`src/rtl/session_bus_ctrl.sv`:
```
// session_bus_ctrl: routes the granted master's beat stream onto one shared
// slave port, counts burst beats and closes the arbitration session with a
// one-cycle session_is_finished pulse. After the pulse it waits for the
// arbiter's lingering grant to drop before a new session can start.
//
// Optional feature: define SESSION_WATCHDOG_EN to abort a session after
// TIMEOUT+1 consecutive cycles without a handshake; session_err then pulses
// together with session_is_finished. Without the macro session_err stays 0.
//
// Ports:
//   clk, rst              clock, synchronous active-high reset
//   grant[3:0]            one-hot grant from the arbiter (held per session)
//   session_is_finished   registered one-cycle pulse closing the session
//   session_err           registered pulse on watchdog abort
//   m_valid/m_we/m_addr/m_wdata/m_len   per-master beat request fields
//   m_ready/m_rvalid      per-master accept and read-complete (combinational)
//   m_rdata               shared read data, pass-through of s_rdata
//   s_valid/s_we/s_addr/s_wdata, s_ready/s_rdata   shared slave port
module session_bus_ctrl #(
    parameter int unsigned ADDR_W  = 32,
    parameter int unsigned DATA_W  = 32,
    parameter int unsigned LEN_W   = 4,
    parameter int unsigned TIMEOUT = 255
) (
    input  logic                  clk,
    input  logic                  rst,
    input  logic [3:0]            grant,
    output logic                  session_is_finished,
    output logic                  session_err,
    input  logic [3:0]            m_valid,
    output logic [3:0]            m_ready,
    input  logic [3:0]            m_we,
    input  logic [4*ADDR_W-1:0]   m_addr,
    input  logic [4*DATA_W-1:0]   m_wdata,
    input  logic [4*LEN_W-1:0]    m_len,
    output logic [DATA_W-1:0]     m_rdata,
    output logic [3:0]            m_rvalid,
    output logic                  s_valid,
    output logic                  s_we,
    output logic [ADDR_W-1:0]     s_addr,
    output logic [DATA_W-1:0]     s_wdata,
    input  logic                  s_ready,
    input  logic [DATA_W-1:0]     s_rdata
);

    typedef enum logic [1:0] {ST_IDLE, ST_BUSY, ST_DONE, ST_DRAIN} state_t;

    state_t             state, state_nxt;
    logic [1:0]         idx, idx_nxt;
    logic [1:0]         grant_idx;
    logic [LEN_W-1:0]   len, len_nxt;
    logic [LEN_W-1:0]   beat_cnt, beat_cnt_nxt;
    logic               finish_nxt, err_nxt;
    logic               busy, hs, timeout_hit;

    // Lowest set grant bit wins; tolerates a non-one-hot grant.
    always_comb begin
        if (grant[0])      grant_idx = 2'd0;
        else if (grant[1]) grant_idx = 2'd1;
        else if (grant[2]) grant_idx = 2'd2;
        else               grant_idx = 2'd3;
    end

    // Combinational slave path: zero added latency per beat.
    assign busy    = (state == ST_BUSY);
    assign s_valid = busy & m_valid[idx];
    assign s_we    = busy & m_we[idx];
    assign s_addr  = m_addr[32'(idx)*ADDR_W +: ADDR_W];
    assign s_wdata = m_wdata[32'(idx)*DATA_W +: DATA_W];
    assign hs      = s_valid & s_ready;
    assign m_rdata = s_rdata;

    // Only the granted master sees ready / read completion.
    always_comb begin
        m_ready  = 4'b0000;
        m_rvalid = 4'b0000;
        if (busy) begin
            m_ready[idx]  = s_ready;
            m_rvalid[idx] = hs & ~m_we[idx];
        end
    end

`ifdef SESSION_WATCHDOG_EN
    localparam int unsigned STALL_W = (TIMEOUT > 0) ? $clog2(TIMEOUT + 1) : 1;

    logic [STALL_W-1:0] stall_cnt, stall_cnt_nxt;

    assign timeout_hit = busy & ~hs & (stall_cnt == STALL_W'(TIMEOUT));

    // Consecutive no-handshake cycles within the current session.
    always_comb begin
        stall_cnt_nxt = stall_cnt;
        if (state == ST_IDLE) begin
            stall_cnt_nxt = '0;
        end else if (busy) begin
            stall_cnt_nxt = hs ? '0 : stall_cnt + STALL_W'(1);
        end
    end

    always_ff @(posedge clk) begin
        if (rst) stall_cnt <= '0;
        else     stall_cnt <= stall_cnt_nxt;
    end
`else
    assign timeout_hit = 1'b0;
`endif

    // Next-state and registered-output decode.
    always_comb begin
        state_nxt    = state;
        idx_nxt      = idx;
        len_nxt      = len;
        beat_cnt_nxt = beat_cnt;
        finish_nxt   = 1'b0;
        err_nxt      = 1'b0;
        case (state)
            ST_IDLE: begin
                if (grant != 4'b0000) begin
                    idx_nxt      = grant_idx;
                    len_nxt      = m_len[32'(grant_idx)*LEN_W +: LEN_W];
                    beat_cnt_nxt = '0;
                    state_nxt    = ST_BUSY;
                end
            end
            ST_BUSY: begin
                if (hs) begin
                    // Terminal compare before increment: counter never wraps.
                    if (beat_cnt == len) begin
                        state_nxt  = ST_DONE;
                        finish_nxt = 1'b1;
                    end else begin
                        beat_cnt_nxt = beat_cnt + LEN_W'(1);
                    end
                end else if (timeout_hit) begin
                    state_nxt  = ST_DONE;
                    finish_nxt = 1'b1;
                    err_nxt    = 1'b1;
                end
            end
            ST_DONE:  state_nxt = ST_DRAIN;
            // Wait out the arbiter's registered grant linger.
            ST_DRAIN: if (grant == 4'b0000) state_nxt = ST_IDLE;
            default:  state_nxt = ST_IDLE;
        endcase
    end

    always_ff @(posedge clk) begin
        if (rst) begin
            state               <= ST_IDLE;
            idx                 <= 2'd0;
            len                 <= '0;
            beat_cnt            <= '0;
            session_is_finished <= 1'b0;
            session_err         <= 1'b0;
        end else begin
            state               <= state_nxt;
            idx                 <= idx_nxt;
            len                 <= len_nxt;
            beat_cnt            <= beat_cnt_nxt;
            session_is_finished <= finish_nxt;
            session_err         <= err_nxt;
        end
    end

endmodule

```
`config.mk`:
```
export PLATFORM = sky130hd
export DESIGN_NAME = session_bus_ctrl
export DESIGN_NICKNAME = d
export VERILOG_FILES = /design/src/rtl/session_bus_ctrl.sv
export SDC_FILE = /design/constraint.sdc
export NUM_CORES = 1
export LEC_CHECK = 0
export ABC_AREA = 1
export CAP_MARGIN = 10
export CORE_AREA = 3 3 164 166
export CTS_CLUSTER_SIZE = 24
export DETAILED_ROUTE_END_ITERATION = 7
export DIE_AREA = 0 0 167 169
export PLACE_DENSITY = 0.5
export SETUP_SLACK_MARGIN = 0.3
export SLEW_MARGIN = 10
export SYNTH_ARGS = -nofsm -noshare
export SYNTH_HDL_FRONTEND = slang
export SYNTH_SLANG_ARGS = --single-unit
```
`constraint.sdc`:
```
create_clock -name clk -period 1.36 [get_ports clk]
set_input_delay 0.272 -clock clk [delete_from_list [all_inputs] [get_ports clk]]
set_output_delay 0.272 -clock clk [all_outputs]
set_load 0.02 [all_outputs]
```
Word-level counts from Yosys, hierarchy flattened
Index checks and enable logic that the tools add are counted.
{"block": "word_totals", "inputBits": 319, "out_inout_bits": 108, "register_bits": 13, "word_cells": 59}
{"block": "op_classes", "n_mux": 21, "n_lt_le_gt_ge": 2, "n_shift": 3, "n_addsub": 1, "bitwise_logic": 9, "eq_ne": 9, "n_reduce_logical": 9}
{"cell": "$shiftx 128x8->32", "count": 2}
{"cell": "$mux 4", "count": 5}
{"cell": "$shiftx 16x5->4", "count": 1}
{"cell": "$mux 2", "count": 6}
{"cell": "$and 4x4->4", "count": 2}
{"cell": "$pmux 2 s4", "count": 1}
{"cell": "$pmux 4 s2", "count": 1}
{"cell": "$reduce_and 4->1", "count": 2}
{"cell": "$ne 2x2->1 const B", "count": 3}
{"cell": "$mux 1", "count": 5}
{"cell": "$add 4x1->4 const B", "count": 1}
{"cell": "$and 1x1->1", "count": 4}
{"cell": "$bmux 1 s2", "count": 2}
{"cell": "$eq 2x2->1 const B", "count": 2}
{"cell": "$eq 4x4->1", "count": 1}
{"cell": "$logic_not 4->1", "count": 1}
{"cell": "$ne 2x1->1 const B", "count": 2}
{"cell": "$reduce_bool 4->1", "count": 1}
{"cell": "$lt 2x3->1 const B", "count": 1}
{"cell": "$not 1->1", "count": 3}
{"cell": "$reduce_or 3->1", "count": 1}
{"cell": "$demux 1 s2", "count": 1}
{"cell": "$eq 2x1->1 const B", "count": 1}
{"cell": "$ge 2x1->1 const B", "count": 1}
{"cell": "4 further kinds", "count": 4}

Logic depth before layout (Yosys ltp)
{"block": "depth", "ltp_word": 7, "mapped_depth": 12, "ltp_nobuf": 11}

Worst setup path after synthesis
OpenSTA, ideal clock, no wires.
{"block": "synth_path", "path_type": "flip-flop to output port", "startpoint": "register state[1]", "endpoint": "output port m_rvalid[0]", "path_slack_ns": -0.634, "arrival_time_ns": 1.722, "path_buffers": 0, "required_ns": 1.088, "stages_incl_launch_ff": 7, "path_cell_list": "dfxtp_1 > inv_1 > ha_1 > inv_1 > a21oi_1 > nand3_1 > nor2_1"}
{"block": "synth_via", "elab_chain_len": 6}
{"element": "from (decl)", "line": "48", "source": "state_t state, state_nxt;"}
{"element": "from (signal assigned)", "line": "156", "source": "state <= state_nxt;"}
{"element": "$eq 2x1->1", "line": "65", "source": "assign busy = (state == ST_BUSY);"}
{"element": "$and 1x1->1", "line": "66", "source": "assign s_valid = busy & m_valid[idx];"}
{"element": "net s_valid", "line": "38", "source": "output logic s_valid,"}
{"element": "$and 1x1->1", "line": "70", "source": "assign hs = s_valid & s_ready;"}
{"element": "$and 1x1->1", "line": "79", "source": "m_rvalid[idx] = hs & ~m_we[idx];"}
{"element": "$and 4x4->4 (no source line)"}
{"element": "$mux 4", "line": "77", "source": "if (busy) begin"}
{"element": "to (decl)", "line": "37", "source": "output logic [3:0] m_rvalid,"}
The timed path passes the listed nets, and every way through them passes these cells.

Worst setup path after layout
{"block": "layout_path", "startpoint": "register idx[0]", "endpoint": "output port s_wdata[22]"}
{"block": "layout_via", "elab_chain_len": 1}
{"element": "from (decl)", "line": "49", "source": "logic [1:0] idx, idx_nxt;"}
{"element": "from (signal assigned)", "line": "157", "source": "idx <= idx_nxt;"}
{"element": "$shiftx 128x8->32", "line": "69", "source": "assign s_wdata = m_wdata[32'(idx)*DATA_W +: DATA_W];"}
{"element": "to (decl)", "line": "41", "source": "output logic [DATA_W-1:0] s_wdata,"}
Every way passes these cells.

==> impl_metrics.ini <==
[flow_run]
maxCapViolCount = 0

[floorplan]
die-area_mm2 = 0.0282
rows = 59
start_util_pct = 11.4
core_mm2 = 0.0258
die_w_um = 167
die_h_um = 169
ios = 427

[power]
powerDensity_mw_per_mm2 = 1760
p_leak_nw = 3.79
power_mw = 16.4
p_int_mw = 8.74
max-vdd-ir-drop_mv = 0.713
p_clk_share_pct = 3.4
p_sw_share_pct = 46.8
share_comb_of_total_power_pct = 92.6
pwr-share-seq_pct = 4.0
switchingPower_mw = 7.68

[synthesis]
avgSynthCellArea_um2 = 5.80
synth.most_common_cell = nand3_1
synth_area_mm2 = 0.00293
synth_cells = 506
ys_seq_elements = 13
synth_common_cells = 194 x nand3_1, 63 x a22oi_1, 47 x nand2_1, 35 x buf_4, 33 x nor2_1
synth_edf_count = 0
async_flop_share_pct = 0
synth.yosys.warnings = 0
yosys.cell_types.count = 31
synth_top_cell_by_area = nand3_1
synth.net_count = 831
netlist.area_leader.share_pct = 33.1
synth_area_leaders = nand3_1 33%, a22oi_1 16%, buf_4 9.0%
ys_seq_area_share_pct = 8.87
dominantRegCellSynth = dfxtp_1

[routing]
viasPerCell = 4.33
first_iter_violations = 281
drtAntennaViolNets = 0
drc = 0
wl_per_cell_um = 19.7
vias = 5409
drt_first_pass_iters = 4
drt_wl_total_um = 24600

[setup_path]
r2r_end = state[1]$_SDFFE_PP0P_
criticalPathCategory = reg2out
ff2ff_setup_slack_ns = -0.10
worst_ep_required_time_ns = 1.09
worstRegToRegCells = 12
critPathMaxFanout = 7
r2r_start = state[1]$_SDFFE_PP0P_
critical_path_arrival_ns = 1.68
end_kind = output port
start_kind = flip-flop

[timing]
drv_slew = 0
rsz0062_at_grt = yes
setup_viol = 81
setup_slack_ns = -0.597
fmax_ghz = 0.511
post-route-period-util_pct = 144
skew_ns = 0.00335
min_period_ns = 1.96
holdWs_ns = 0.510
hold_violations = 0

[status]
status = finished with violations
violations = negative setup slack

[global_route]
grt_pass1_wl_um = 34800
grtUsageTotal_pct = 15.9
grt_pass1_vias = 5412
grt_max_degree = 39
grt_remaining_overflow = 0
antenna_found_initial = 0

[place]
hpwlAfterDp_um = 17900
place_ws_ns = -0.928
gp_congestion = 0.847
io_buffers = 361

[min_path]
hold_start = beat_cnt[3]$_SDFFE_PP0P_
holdPathStages = 2
min_path_type = reg2reg
min_to = beat_cnt[3]$_SDFFE_PP0P_

[clocking]
cts_made_buffers = 3
clk_pin_slew_worst_paths_ns = 0.05
cts_tree = built
clock_latency_ns = 0.24
clock-sinks = 13
root_buffer = clkbuf_16
htreeDepth = 1
cts_buffer_depth = 2

[cells_and_area]
register_area_um2 = 272
drive_above_1_share_pct = 44.9
nFillCells = 2632
final_util_pct = 36.2
nets = 1241
multi_input_area_mm2 = 0.00313
antenna_cells = 0
syn_to_final_growth_pct = 218
## layer usage
metal	vias to the layer above	routed length, µm	part of all wire [%]	GRT usage (%)
li1	2622	-	-	-
met1	2527	11100	45	21.7
met2	247	11600	47	26.4
met3	13	1690	6.9	3.34
met4	0	277	1.1	2.22
met5	-	0	0	0
## registers in the layout, indices dropped and copies added, names as in the netlist
name,cells
beat_cnt,4
idx,2
len,4
state,2
session_is_finished,1
## layout by cell type (no fill, tap or decap), types with 6 or more instances in the layout
| cell type | count |
|---|---|
| a21oi_2 | 7 |
| a22oi_2 | 63 |
| buf_12 | 19 |
| buf_16 | 12 |
| buf_4 | 49 |
| buf_6 | 98 |
| buf_8 | 11 |
| clkbuf_16 | 6 |
| clkdlybuf4s50_1 | 281 |
| dfxtp_1 | 8 |
| inv_1 | 17 |
| nand2_1 | 24 |
| nand2_2 | 19 |
| nand3_1 | 126 |
| nand3_2 | 66 |
| nor2_1 | 19 |
| nor2_2 | 6 |
| nor2_4 | 11 |
| o21ai_0 | 6 |
## stage by stage
step | std cells | setup TNS (ns) | cell area (µm²)
after CTS | 1228 | -38.67 | 8810
final | 1250 | -36.64 | 9340
after floorplan | 506 | -1.08 | 3670
after detailed placement | 1184 | -49.64 | 7700
after global routing | 1250 | -41.61 | 9340
after global placement | 1184 | -50.15 | 7700
## how the worst max path moves through the flow
stage,cells past startpoint,startpoint,to
after CTS,6,idx[0]$_SDFFE_PP0P_,m_rvalid[2]
after global routing,9,idx[0]$_SDFFE_PP0P_,s_wdata[22]
final,9,idx[0]$_SDFFE_PP0P_,s_wdata[22]
after detailed placement,7,m_we[2],m_rvalid[0]
after global placement,7,m_we[3],m_rvalid[0]
after floorplan,8,idx[0]$_SDFFE_PP0P_,m_rvalid[0]
## kinds of logic (layout without fill, tap and decap cells)
logic type | after synthesis | in the layout | share of synthesized area, %
simple gates | 292 | 293 | 47.6
buf+inv | 104 | 512 | 19.1
compound gates | 88 | 88 | 21.2
flops | 13 | 13 | 8.87
fa+ha+maj | 6 | 6 | 2.56
xor+xnor | 2 | 2 | 0.597
other cells | 1 | 1 | 0.128
## timing repair
item	4_1_cts	5_1_grt
resized for setup	468	93
pin swaps	31	61
buffers inserted	28	19
endpoints found under the setup margin	88	87
cloned	12	3
hold buffers	0	0
## layout make-up
class,count,area share [%]
clock buffer,4,0.844
inverter,27,1.27
multi-input combinational,390,33.5
sequential,13,2.91
tap,335,4.49
timing repair buffer,481,57.0
## critical path: stages, from the launching register on
cell and delay (ns):
dfxtp_4 0.38, inv_6 0.08, nor2_4 0.06, buf_12 0.15
buf_12 0.13, buf_16 0.13, buf_6 0.11, a22oi_2 0.16
nand3_2 0.09, buf_6 0.14
## power by group through the flow
stage / clock, mW / combinational, mW / sequential, mW
2_1_floorplan: 0 / 6.11 / 0.579
3_3_place_gp: 0 / 11.1 / 0.651
3_5_place_dp: 0 / 11.0 / 0.653
4_1_cts: 0.573 / 13.9 / 0.652
5_1_grt: 0.589 / 16.1 / 0.669
6_report: 0.557 / 15.2 / 0.650
Note: power is estimated with default switching activity, not from simulation.
